## src/rtl/mmio_bus_ctrl_if.sv

```systemverilog
`default_nettype none
// +----------------------------------------------------------------------------+
// | Module   : mmio_bus_ctrl_if                                                |
// | Brief    : CPU, RAM and device bus signals of the MMIO bus controller      |
// | Revision : 1.0                                                             |
// +----------------------------------------------------------------------------+
interface mmio_bus_ctrl_if #(
  parameter int DATA_W = 16,
  parameter int ADDR_W = 16,
  parameter int N_IO   = 16
);
  logic                     cpu_req;
  logic                     cpu_we;
  logic [ADDR_W-1:0]        cpu_addr;
  logic [DATA_W-1:0]        cpu_wdata;
  logic                     cpu_ack;
  logic [DATA_W-1:0]        cpu_rdata;
  logic                     cpu_err;
  logic                     ram_sel;
  logic                     ram_load;
  logic [DATA_W-1:0]        ram_rdata;
  logic [N_IO-1:0]          dev_sel;
  logic [N_IO-1:0]          dev_load;
  logic [N_IO-1:0]          dev_rdy;
  logic [N_IO*DATA_W-1:0]   dev_rdata;
  logic [DATA_W-1:0]        wdata;

  // master: CPU plus the RAM/device side environment; slave: the controller
  modport master (
    output cpu_req, cpu_we, cpu_addr, cpu_wdata, ram_rdata, dev_rdy, dev_rdata,
    input  cpu_ack, cpu_rdata, cpu_err, ram_sel, ram_load, dev_sel, dev_load, wdata
  );

  modport slave (
    input  cpu_req, cpu_we, cpu_addr, cpu_wdata, ram_rdata, dev_rdy, dev_rdata,
    output cpu_ack, cpu_rdata, cpu_err, ram_sel, ram_load, dev_sel, dev_load, wdata
  );
endinterface
`default_nettype wire

```

## src/rtl/mmio_bus_ctrl.sv

```systemverilog
`default_nettype none
// +----------------------------------------------------------------------------+
// | Module   : mmio_bus_ctrl                                                   |
// | Brief    : Sequential req/ack MMIO decoder to RAM or N_IO wait-state devs  |
// | Revision : 1.0                                                             |
// +----------------------------------------------------------------------------+
module mmio_bus_ctrl #(
  parameter int DATA_W  = 16,
  parameter int ADDR_W  = 16,
  parameter int IO_BIT  = 13,
  parameter int SEL_W   = 4,
  parameter int N_IO    = 16,
  parameter int RAM_LAT = 1,
  parameter int TIMEOUT = 64
) (
  input  logic               clk,
  input  logic               reset,
  mmio_bus_ctrl_if.slave     bus
);

  localparam int             c_CNT_MAX = (TIMEOUT > RAM_LAT) ? TIMEOUT : RAM_LAT;
  localparam int             c_CNT_W   = $clog2(c_CNT_MAX + 1);
  localparam logic [SEL_W:0] c_N_IO    = (SEL_W+1)'(N_IO);

  typedef enum logic [1:0] {
    S_IDLE   = 2'd0,
    S_ACCESS = 2'd1,
    S_WAIT   = 2'd2,
    S_DONE   = 2'd3
  } state_t;

  state_t               r_state, w_next;
  logic                 r_we, r_is_ram, r_is_dev, r_err;
  logic [SEL_W-1:0]     r_ch;
  logic [c_CNT_W-1:0]   r_cnt;
  logic [DATA_W-1:0]    r_wdata, r_rdata;

  logic                 w_accept, w_busy, w_rdy, w_exit, w_mapped;
  logic                 w_last_ram, w_expired, w_cap_err, w_unused_addr;
  logic [N_IO-1:0]      w_hit;
  logic [DATA_W-1:0]    w_dev_data, w_cap_rdata;

  assign w_accept      = (r_state == S_IDLE) && bus.cpu_req;
  assign w_busy        = (r_state == S_ACCESS) || (r_state == S_WAIT);
  assign w_mapped      = {1'b0, bus.cpu_addr[SEL_W-1:0]} < c_N_IO;
  assign w_unused_addr = ^bus.cpu_addr;

  generate
    for (genvar k = 0; k < N_IO; k++) begin : g_hit
      assign w_hit[k] = (r_ch == SEL_W'(k));
    end
  endgenerate

  // Only the latched channel's ready and data are observed
  assign w_rdy = |(bus.dev_rdy & w_hit);

  always_comb begin
    w_dev_data = '0;
    for (int k = 0; k < N_IO; k++) begin
      if (w_hit[k]) w_dev_data = bus.dev_rdata[k*DATA_W +: DATA_W];
    end
  end

  assign w_last_ram = (r_cnt == c_CNT_W'(RAM_LAT - 1));
  assign w_expired  = (r_cnt == c_CNT_W'(TIMEOUT - 1));
  assign w_exit     = w_busy && (r_is_ram ? w_last_ram :
                                 r_is_dev ? (w_rdy || w_expired) : 1'b1);

  // Ready on the expiring cycle is checked first, so it beats the timeout
  always_comb begin
    w_cap_rdata = '0;
    w_cap_err   = 1'b0;
    if (r_is_ram) begin
      if (!r_we) w_cap_rdata = bus.ram_rdata;
    end else if (r_is_dev) begin
      if (w_rdy) begin
        if (!r_we) w_cap_rdata = w_dev_data;
      end else begin
        w_cap_err = 1'b1;
      end
    end else begin
      w_cap_err = 1'b1;
    end
  end

  always_comb begin
    w_next = r_state;
    case (r_state)
      S_IDLE:           if (bus.cpu_req) w_next = S_ACCESS;
      S_ACCESS, S_WAIT: w_next = w_exit ? S_DONE : S_WAIT;
      S_DONE:           w_next = S_IDLE;
      default:          w_next = S_IDLE;
    endcase
  end

  always_ff @(posedge clk or posedge reset) begin
    if (reset) r_state <= S_IDLE;
    else       r_state <= w_next;
  end

  always_ff @(posedge clk or posedge reset) begin
    if (reset) begin
      r_we     <= 1'b0;
      r_is_ram <= 1'b0;
      r_is_dev <= 1'b0;
      r_ch     <= '0;
      r_wdata  <= '0;
      r_cnt    <= '0;
      r_rdata  <= '0;
      r_err    <= 1'b0;
    end else begin
      if (w_accept) begin
        r_we     <= bus.cpu_we;
        r_wdata  <= bus.cpu_wdata;
        r_is_ram <= !bus.cpu_addr[IO_BIT];
        r_is_dev <= bus.cpu_addr[IO_BIT] && w_mapped;
        r_ch     <= bus.cpu_addr[SEL_W-1:0];
        r_cnt    <= '0;
      end else if (w_busy) begin
        r_cnt    <= r_cnt + c_CNT_W'(1);
      end
      if (w_exit) begin
        r_rdata <= w_cap_rdata;
        r_err   <= w_cap_err;
      end
    end
  end

  assign bus.ram_sel   = w_busy && r_is_ram;
  assign bus.ram_load  = (r_state == S_ACCESS) && r_is_ram && r_we;
  assign bus.dev_sel   = {N_IO{w_busy && r_is_dev}} & w_hit;
  assign bus.dev_load  = {N_IO{(r_state == S_ACCESS) && r_is_dev && r_we}} & w_hit;
  assign bus.cpu_ack   = (r_state == S_DONE);
  assign bus.cpu_rdata = (r_state == S_DONE) ? r_rdata : '0;
  assign bus.cpu_err   = (r_state == S_DONE) && r_err;
  assign bus.wdata     = r_wdata;

endmodule
`default_nettype wire

```

## src/flat_wrapper.sv

```systemverilog
// flat-port wrapper written by rule: the top's interface ports become plain ports
module mmio_bus_ctrl_flat 
#(
  parameter int DATA_W  = 16,
  parameter int ADDR_W  = 16,
  parameter int IO_BIT  = 13,
  parameter int SEL_W   = 4,
  parameter int N_IO    = 16,
  parameter int RAM_LAT = 1,
  parameter int TIMEOUT = 64
)
  (clk, reset, bus_cpu_req, bus_cpu_we, bus_cpu_addr, bus_cpu_wdata, bus_ram_rdata, bus_dev_rdy, bus_dev_rdata, bus_cpu_ack, bus_cpu_rdata, bus_cpu_err, bus_ram_sel, bus_ram_load, bus_dev_sel, bus_dev_load, bus_wdata);
  mmio_bus_ctrl_if #(.DATA_W(DATA_W), .ADDR_W(ADDR_W), .N_IO(N_IO)) bus_i ();
  input  logic clk;
  input  logic reset;
  input wire logic [$bits(bus_i.cpu_req)-1:0] bus_cpu_req;
  input wire logic [$bits(bus_i.cpu_we)-1:0] bus_cpu_we;
  input wire logic [$bits(bus_i.cpu_addr)-1:0] bus_cpu_addr;
  input wire logic [$bits(bus_i.cpu_wdata)-1:0] bus_cpu_wdata;
  input wire logic [$bits(bus_i.ram_rdata)-1:0] bus_ram_rdata;
  input wire logic [$bits(bus_i.dev_rdy)-1:0] bus_dev_rdy;
  input wire logic [$bits(bus_i.dev_rdata)-1:0] bus_dev_rdata;
  output wire logic [$bits(bus_i.cpu_ack)-1:0] bus_cpu_ack;
  output wire logic [$bits(bus_i.cpu_rdata)-1:0] bus_cpu_rdata;
  output wire logic [$bits(bus_i.cpu_err)-1:0] bus_cpu_err;
  output wire logic [$bits(bus_i.ram_sel)-1:0] bus_ram_sel;
  output wire logic [$bits(bus_i.ram_load)-1:0] bus_ram_load;
  output wire logic [$bits(bus_i.dev_sel)-1:0] bus_dev_sel;
  output wire logic [$bits(bus_i.dev_load)-1:0] bus_dev_load;
  output wire logic [$bits(bus_i.wdata)-1:0] bus_wdata;
  assign bus_i.cpu_req = bus_cpu_req;
  assign bus_i.cpu_we = bus_cpu_we;
  assign bus_i.cpu_addr = bus_cpu_addr;
  assign bus_i.cpu_wdata = bus_cpu_wdata;
  assign bus_i.ram_rdata = bus_ram_rdata;
  assign bus_i.dev_rdy = bus_dev_rdy;
  assign bus_i.dev_rdata = bus_dev_rdata;
  assign bus_cpu_ack = bus_i.cpu_ack;
  assign bus_cpu_rdata = bus_i.cpu_rdata;
  assign bus_cpu_err = bus_i.cpu_err;
  assign bus_ram_sel = bus_i.ram_sel;
  assign bus_ram_load = bus_i.ram_load;
  assign bus_dev_sel = bus_i.dev_sel;
  assign bus_dev_load = bus_i.dev_load;
  assign bus_wdata = bus_i.wdata;
  mmio_bus_ctrl #(.DATA_W(DATA_W), .ADDR_W(ADDR_W), .IO_BIT(IO_BIT), .SEL_W(SEL_W), .N_IO(N_IO), .RAM_LAT(RAM_LAT), .TIMEOUT(TIMEOUT)) u_core (.clk(clk), .reset(reset), .bus(bus_i));
endmodule
```

## config.mk

```make
export PLATFORM = sky130hd
export DESIGN_NAME = mmio_bus_ctrl_flat
export DESIGN_NICKNAME = d
export VERILOG_FILES = /design/src/rtl/mmio_bus_ctrl_if.sv /design/src/rtl/mmio_bus_ctrl.sv /design/src/flat_wrapper.sv
export SDC_FILE = /design/constraint.sdc
export NUM_CORES = 1
export LEC_CHECK = 0
export ABC_AREA = 0
export CELL_PAD_IN_SITES_DETAIL_PLACEMENT = 1
export CELL_PAD_IN_SITES_GLOBAL_PLACEMENT = 2
export CORE_AREA = 2 2 152 154
export CTS_CLUSTER_DIAMETER = 100
export DETAILED_ROUTE_END_ITERATION = 16
export DIE_AREA = 0 0 154 156
export DONT_BUFFER_PORTS = 1
export PLACE_DENSITY_LB_ADDON = 0.1
export SETUP_SLACK_MARGIN = 0.5
export SYNTH_ARGS = -nofsm -noshare
export SYNTH_HDL_FRONTEND = slang
export SYNTH_SLANG_ARGS = --single-unit
```

## constraint.sdc

```tcl
create_clock -name clk -period 5.3 [get_ports clk]
set_input_delay 0.795 -clock clk [delete_from_list [all_inputs] [get_ports clk]]
set_output_delay 0.795 -clock clk [all_outputs]
set_load 0.005 [all_outputs]
```

==> results of run 1 <==
==> worst min-delay path by stage <==
| stage | slack [ps] | to |
|---|---|---|
| 6_report | 510 | u_core.r_rdata[5] |
| 3_3_place_gp | 480 | u_core.r_rdata[6] |
| 3_5_place_dp | 500 | u_core.r_rdata[5] |
| 4_1_cts | 510 | u_core.r_rdata[5] |
| 5_1_grt | 530 | u_core.r_rdata[1] |
| 2_1_floorplan | 460 | u_core.r_rdata[13] |
==> layout make-up <==
cell class	count	area, µm²	share of cell area [%]
Multi-Input combinational cell	590	3750	66.0
Tap cell	285	357	6.28
Sequential cell	49	1240	21.8
Clock inverter	2	41.3	0.727
Inverter	23	86.3	1.52
Clock buffer	6	139	2.44
Antenna cell	4	10.0	0.176
Timing Repair Buffer	8	60.1	1.06
==> state kept, by name (all words and copies together) (netlist names) <==
signal,cells
u_core.r_ch,4
u_core.bus.wdata,16
u_core.r_rdata,16
u_core.r_state,2
u_core.r_we,1
u_core.r_err,1
u_core.r_is_dev,1
u_core.r_cnt,7
u_core.r_is_ram,1
==> cells by family (layout without fill, tap and decap cells) <==
family,count (synthesis),in the layout
compound gates,230,230
xor+xnor,4,4
fa+ha+maj,5,5
buf+inv,89,39
flops,49,49
mux,56,56
other cells,0,4
simple gates,295,295
==> through the flow <==
step	instance area (µm²)	instances	power [mW]	worst slack, ps	util, %
5_1_grt	5680	965	4.29	1600	25.4
6_report	5680	967	3.98	1750	25.4
3_5_place_dp	5490	955	3.62	1860	24.5
2_1_floorplan	5400	728	2.68	2780	-
3_3_place_gp	5490	955	3.57	1940	24.5
4_1_cts	5670	963	4.03	1740	25.4
==> per-layer routing <==
| metal | track usage [%] | vias to the layer above | wire length (µm) |
|---|---|---|---|
| li1 | - | 2556 | - |
| met1 | 29.6 | 2852 | 12600 |
| met2 | 42.8 | 236 | 15400 |
| met3 | 5.17 | 27 | 1980 |
| met4 | 6.41 | 0 | 602 |
| met5 | 0 | - | 0 |
==> layout by cell type, fill, tap and decap left out, types with 4 or more instances in the layout <==
cell	Yosys	routed
ha_1	5	5
a211oi_1	9	9
o32ai_1	5	5
o221ai_1	15	15
nand3_1	16	16
a2bb2oi_1	4	4
a21oi_1	56	56
mux2i_1	41	41
nor3_1	18	18
mux4_2	5	5
dfrtp_1	49	45
and2_1	27	27
nor2b_1	10	9
o22ai_1	17	17
a31oi_1	6	6
o31ai_1	8	8
nand2_1	103	103
o21ai_0	51	51
mux2_2	10	10
a221oi_1	8	8
a221o_1	5	5
a22o_1	11	11
buf_4	16	8
inv_1	21	20
diode_2	0	4
clkbuf_16	0	5
nor2_1	72	72
nand2b_1	14	14
nand4_1	6	6
==> critical path, delay by kind of cell (launching register included) <==
family                 cells  cell delay (ps)
buffers and inverters      1              520
flip-flops                 1              870
AND/OR/NAND/NOR            2              940
==> power by group through the flow <==
stage          Sequential, mW  Combinational, mW  Clock [mW]
6_report                0.942               2.65       0.394
5_1_grt                 0.991               2.88       0.418
4_1_cts                 0.951               2.67       0.405
3_5_place_dp            0.954               2.67           0
3_3_place_gp            0.946               2.62           0
2_1_floorplan           0.642               2.04           0
==> out/qor.yml, run 1 <==
yosys.cell_types.count: 72
core_area_um2: 22400
setup_viol: 0
htreeDepth: 2
synth_top_family_by_area: "compound AO/OA/AOI/OAI gates"
critical_path_arrival_ps: 2760
register_bit_total_from_synthesis: 49
numPortBuffers: 0
timing.max_slew.rel_slack_pct: 19.4
synth-seq-area-share_pct: 22.7
synthTopCellsByCount: "103 x nand2_1, 72 x nor2_1, 56 x a21oi_1"
synthesis.nets: 1057
reg_to_reg_critical_path_endpoint: "u_core.r_rdata[9]"
leakage_nw: 2.16
dr.first_iter.drc_count: 347
antenna_violations_before_repair: 4
share_of_the_clock_period_used_by_the_worst_path_after_layout_pct: 67.0
timing.critical_path.cells: "buf_4 -> nand2b_1 -> nor3_1"
reg2reg_from: "u_core.r_ch[2]"
gpl.final_weighted_congestion: 0.805
critPathRequiredTime_ps: 4510
slowest_delay_ps: 870
p_int_mw: 1.71
grt_start_max_net_pins: 78
hold-worst-slack_ps: 506
grt_first_pass_wirelength_um: 42600
wl_per_cell_um: 31.6
slew_viol_final: 0
totalWireLength_um: 30500
clock.fmax_mhz: 282
critical_path.max_fanout: 62
final_tns_setup_ps: 0
num-fill-cells: 2738
depth_of_the_worst_register_to_register_path: 7
postSynth.topFlopCell: "dfrtp_1"
worstSetupStartpointType: "flop"
netlist.top_cell.by_area: "dfrtp_1"
outcome: "finished, final reports clean"
global_route.usage.total_pct: 24.1
clock-sinks: 49
asyncSetResetFlopFracSynth_pct: 100
rsz_0062_raised_after_global_routing: "no"
worst_path_max_delay_cell: "dfrtp_4"
ys_top_cells_by_area: "dfrtp_1 23%, mux2i_1 7.6%, nand2_1 7.2%"
hold_path_class: "flop to flop"
netlist.area_leader.share_pct: 22.7
place.detailed.hpwl_um: 24100
net-switching-power_mw: 2.27
finalNetCount: 1006
chipHeight_um: 156
ff2ff_setup_slack_ps: 1870
detail_route.vias_per_cell: 5.86
timing.setup.critical_path_class: "flop to primary output"
cts-root-to-sink-buffers: 2
detailedRoute.firstPassIterationCount: 5
clock_latency_ps: 300
synth_adder_area_share_pct: 1.16
die_width_um: 154
worst_clock_skew_ps: 12.9
hold_buffers: 0
route.antenna.remaining_nets: 0
crit_start: "u_core.r_ch[1]"
syn2layout_area_growth_pct: 5.12
avgSynthCellArea_um2: 7.42
worst_hold_path.num_cells: 2
tritoncts: "built"
cts-resized-gates: 0
netSwitchingFraction_pct: 57.1
io_pins: 392
timing.hold.worst.start: "u_core.r_rdata[5]"
share_of_final_layout_standard_cells_stronger_than_drive_strength_1_pct: 7.82
synthMuxAreaShare_pct: 11.8
synth.most_common_cell: "nand2_1"
seq_power_share_pct: 23.6
number_of_synthesized_flops_with_an_enable_pin: 0
comb_power_share_pct: 66.5
end_kind: "primary output"
numCtsBuffers: 5
max_cap_violations: 0
ys.warnings.count: 0
netlist_instances: 728
worst_setup_hold_path_clk_slew_ps: 80
post_cts_setup_repair_bufs: 0
route.detailed.drc: 0
overflow: 0
hold_viol_final: 0
first_global_vias: 6081
max_slew.worst_pin.slew_ps: 1210
synthXorXnorAreaFrac_pct: 0.648
rows: 55
finalWorstPathRequiredPeriod_ps: 3550
critPathCapture: "bus_dev_sel[3]"
clk_pwr_share_pct: 9.9
vias: 5671
peakVddDrop_mv: 0.220
share_of_synthesized_cell_area_in_and_or_nand_and_nor_gates_pct: 26.3
cellPowerDensity_nw_per_um2: 701
floorplan.initialDensity_pct: 24.2
cts-root-buf: "clkbuf_16"
syn-cell-area_um2: 5400
synth_compound_area_share_pct: 29.5
die_area_um2: 24000
Note: power is estimated with default switching activity, not from simulation.
==> inputs of run 2 (changes only) <==
CORE_AREA = 2 2 154 156   (was 2 2 152 154)
DIE_AREA = 0 0 156 158   (was 0 0 154 156)
clock period = 3.7 ns   (was 5.3 ns; I/O delays follow)
==> out/qor.yml, run 2 (synthesis gave the netlist of run 1 again) <==
leading_cell_type_in_the_layout_fill_and_taps_excluded: "nand2_1"
detail_route.vias_per_cell: 5.85  # -0.26%
finalWorstPathRequiredPeriod_ps: 2960
cellPowerDensity_nw_per_um2: 1010  # +43%
share_of_final_layout_standard_cells_stronger_than_drive_strength_1_pct: 10.1  # +2.3 points
depth_of_the_worst_register_to_register_path: 7  # unchanged
gpl.final_weighted_congestion: 0.833  # +3.5%
num-fill-cells: 2792  # +2.0%
floorplan.initialDensity_pct: 23.4  # -0.72 points
slew_viol_final: 0  # unchanged
core_area_um2: 23100  # +3.1%
end_kind: "flop"
die_area_um2: 24600  # +2.6%
detailedRoute.firstPassIterationCount: 5  # unchanged
wl_per_cell_um: 30.9  # -2.2%
max_cap_violations: 0  # unchanged
numCtsBuffers: 5  # unchanged
max_slew.worst_pin.slew_ps: 1120  # -91.9 ps
global_route.usage.total_pct: 23.4  # -0.68 points
htreeDepth: 2  # unchanged
vias: 5750  # +1.4%
timing.hold.worst.start: "bus_cpu_wdata[3]"
clock.fmax_mhz: 337
timing.setup.critical_path_class: "flop to flop"
clock-sinks: 49  # unchanged
critical_path_arrival_ps: 3130  # +370 ps
cts-root-to-sink-buffers: 2  # unchanged
hold_viol_final: 0  # unchanged
critical_path.max_fanout: 32  # -48%
worstSetupStartpointType: "flop"
hold_path_class: "primary input to flop"
finalNetCount: 1021  # +1.5%
peakVddDrop_mv: 0.271  # +23%
dpl_worst_slack_ps: 616  # -1240 ps
final_tns_setup_ps: 0  # unchanged
post_cts_setup_repair_bufs: 0  # unchanged
dr.first_iter.drc_count: 401  # +16%
layout_setup_ws_ps: 737  # -1010 ps
antenna_violations_before_repair: 0  # -4
overflow: 0  # unchanged
rows: 56  # +1.8%
critPathRequiredTime_ps: 3860  # -650 ps
placedCellCount: 975  # +2.1%
setup_viol: 0  # unchanged
totalWireLength_um: 30400  # -0.54%
place.detailed.hpwl_um: 24300  # +0.85%
grt_first_pass_wirelength_um: 42000  # -1.4%
worst_clock_skew_ps: 7.82  # -5.12 ps
numPortBuffers: 0  # unchanged
grt_start_max_net_pins: 50  # -36%
finalPower_mw: 5.83  # +46%
first_global_vias: 6066  # -0.25%
die_width_um: 156  # +1.3%
leakage_nw: 2.22  # +3.1%
rsz_0062_raised_after_global_routing: "no"
slowest_delay_ps: 640  # -230 ps
route.antenna.remaining_nets: 0  # unchanged
outcome: "finished, final reports clean"
layout_common_cells: "102 x nand2_1, 71 x nor2_1, 56 x a21oi_1, 51 x o21ai_0, 45 x dfrtp_1"
io_pins: 392  # unchanged
clock_latency_ps: 300  # about the same
ff2ff_setup_slack_ps: 740  # -1130 ps
chipHeight_um: 158  # +1.3%
reg2reg_from: "u_core.r_ch[3]"
antennaDiodeCount: 0  # -4
cts-root-buf: "clkbuf_16"
route.detailed.drc: 0  # unchanged
holdPathEnd: "u_core.bus.wdata[3]"
hold-worst-slack_ps: 356  # -150 ps
timing.critical_path.cells: "buf_4 -> nand2b_1 -> nor2_1 -> a222oi_1 -> o22ai_1 -> a31oi_1 -> o31ai_1"
reg_to_reg_critical_path_endpoint: "u_core.r_rdata[9]"
syn2layout_area_growth_pct: 7.13
worst_setup_hold_path_clk_slew_ps: 80  # about the same
timing.max_slew.rel_slack_pct: 25.5  # +6.1 points
tritoncts: "built"
worst_path_max_delay_cell: "dfrtp_2"
share_of_the_clock_period_used_by_the_worst_path_after_layout_pct: 80.1
worst_hold_path.num_cells: 2  # unchanged
layout.cells.non_filler: 983  # +1.7%
[run 2: worst max path at each step]
stage / startpoint / end / slack (ps)
finish: u_core.r_ch[3] / u_core.r_rdata[9] / 740
global route: u_core.r_ch[3] / u_core.r_rdata[9] / 530
CTS: u_core.r_ch[3] / u_core.r_rdata[11] / 570
detailed placement: u_core.r_ch[3] / u_core.r_rdata[4] / 620
global placement: u_core.r_ch[3] / u_core.r_rdata[11] / 660
floorplan: u_core.r_ch[0] / bus_dev_load[0] / 1420
[run 2: where the power goes]
part           internal, mW  switching [mW]  leakage (nW)
combinational          1.42            2.64          1.52
clock                 0.325           0.225        0.0859
sequential            0.780           0.428         0.612
[run 2: timing repair]
item	in CTS	in global routing
setup endpoints to repair	0	3
resized for setup	0	2
hold buffers	0	0
[run 2: routing by layer]
layer / routed length (µm) / global-route usage (%)
met1: 13000 / 30.6
met2: 14900 / 40.8
met3: 1940 / 4.00
met4: 450 / 4.98
met5: 0 / 0
[run 2: per-stage QoR]
stage               util, %  instance area [µm²]
global route           25.1                 5790
global placement       24.3                 5610
finish                 25.1                 5790
floorplan                 -                 5400
detailed placement     24.3                 5610
CTS                    25.1                 5780
[run 2: cell type report]
cell class                 instances  area (µm²)  share of cell area [%]
multi-input combinational        590        3760                    64.9
sequential                        49        1240                    21.4
tap                              290         363                    6.27
timing repair buffer              23         173                    2.98
clock buffer                       5         125                    2.16
inverter                          23        86.3                    1.49
clock inverter                     3        50.0                   0.864
[run 2: worst max-delay path, delay by kind of cell, from the launching register on]
family                 cells  cell delay [ps]
AOI/OAI and AO/OA          4             1300
DFF                        1              640
and+or+nand+nor            2              550
buffers and inverters      1              330
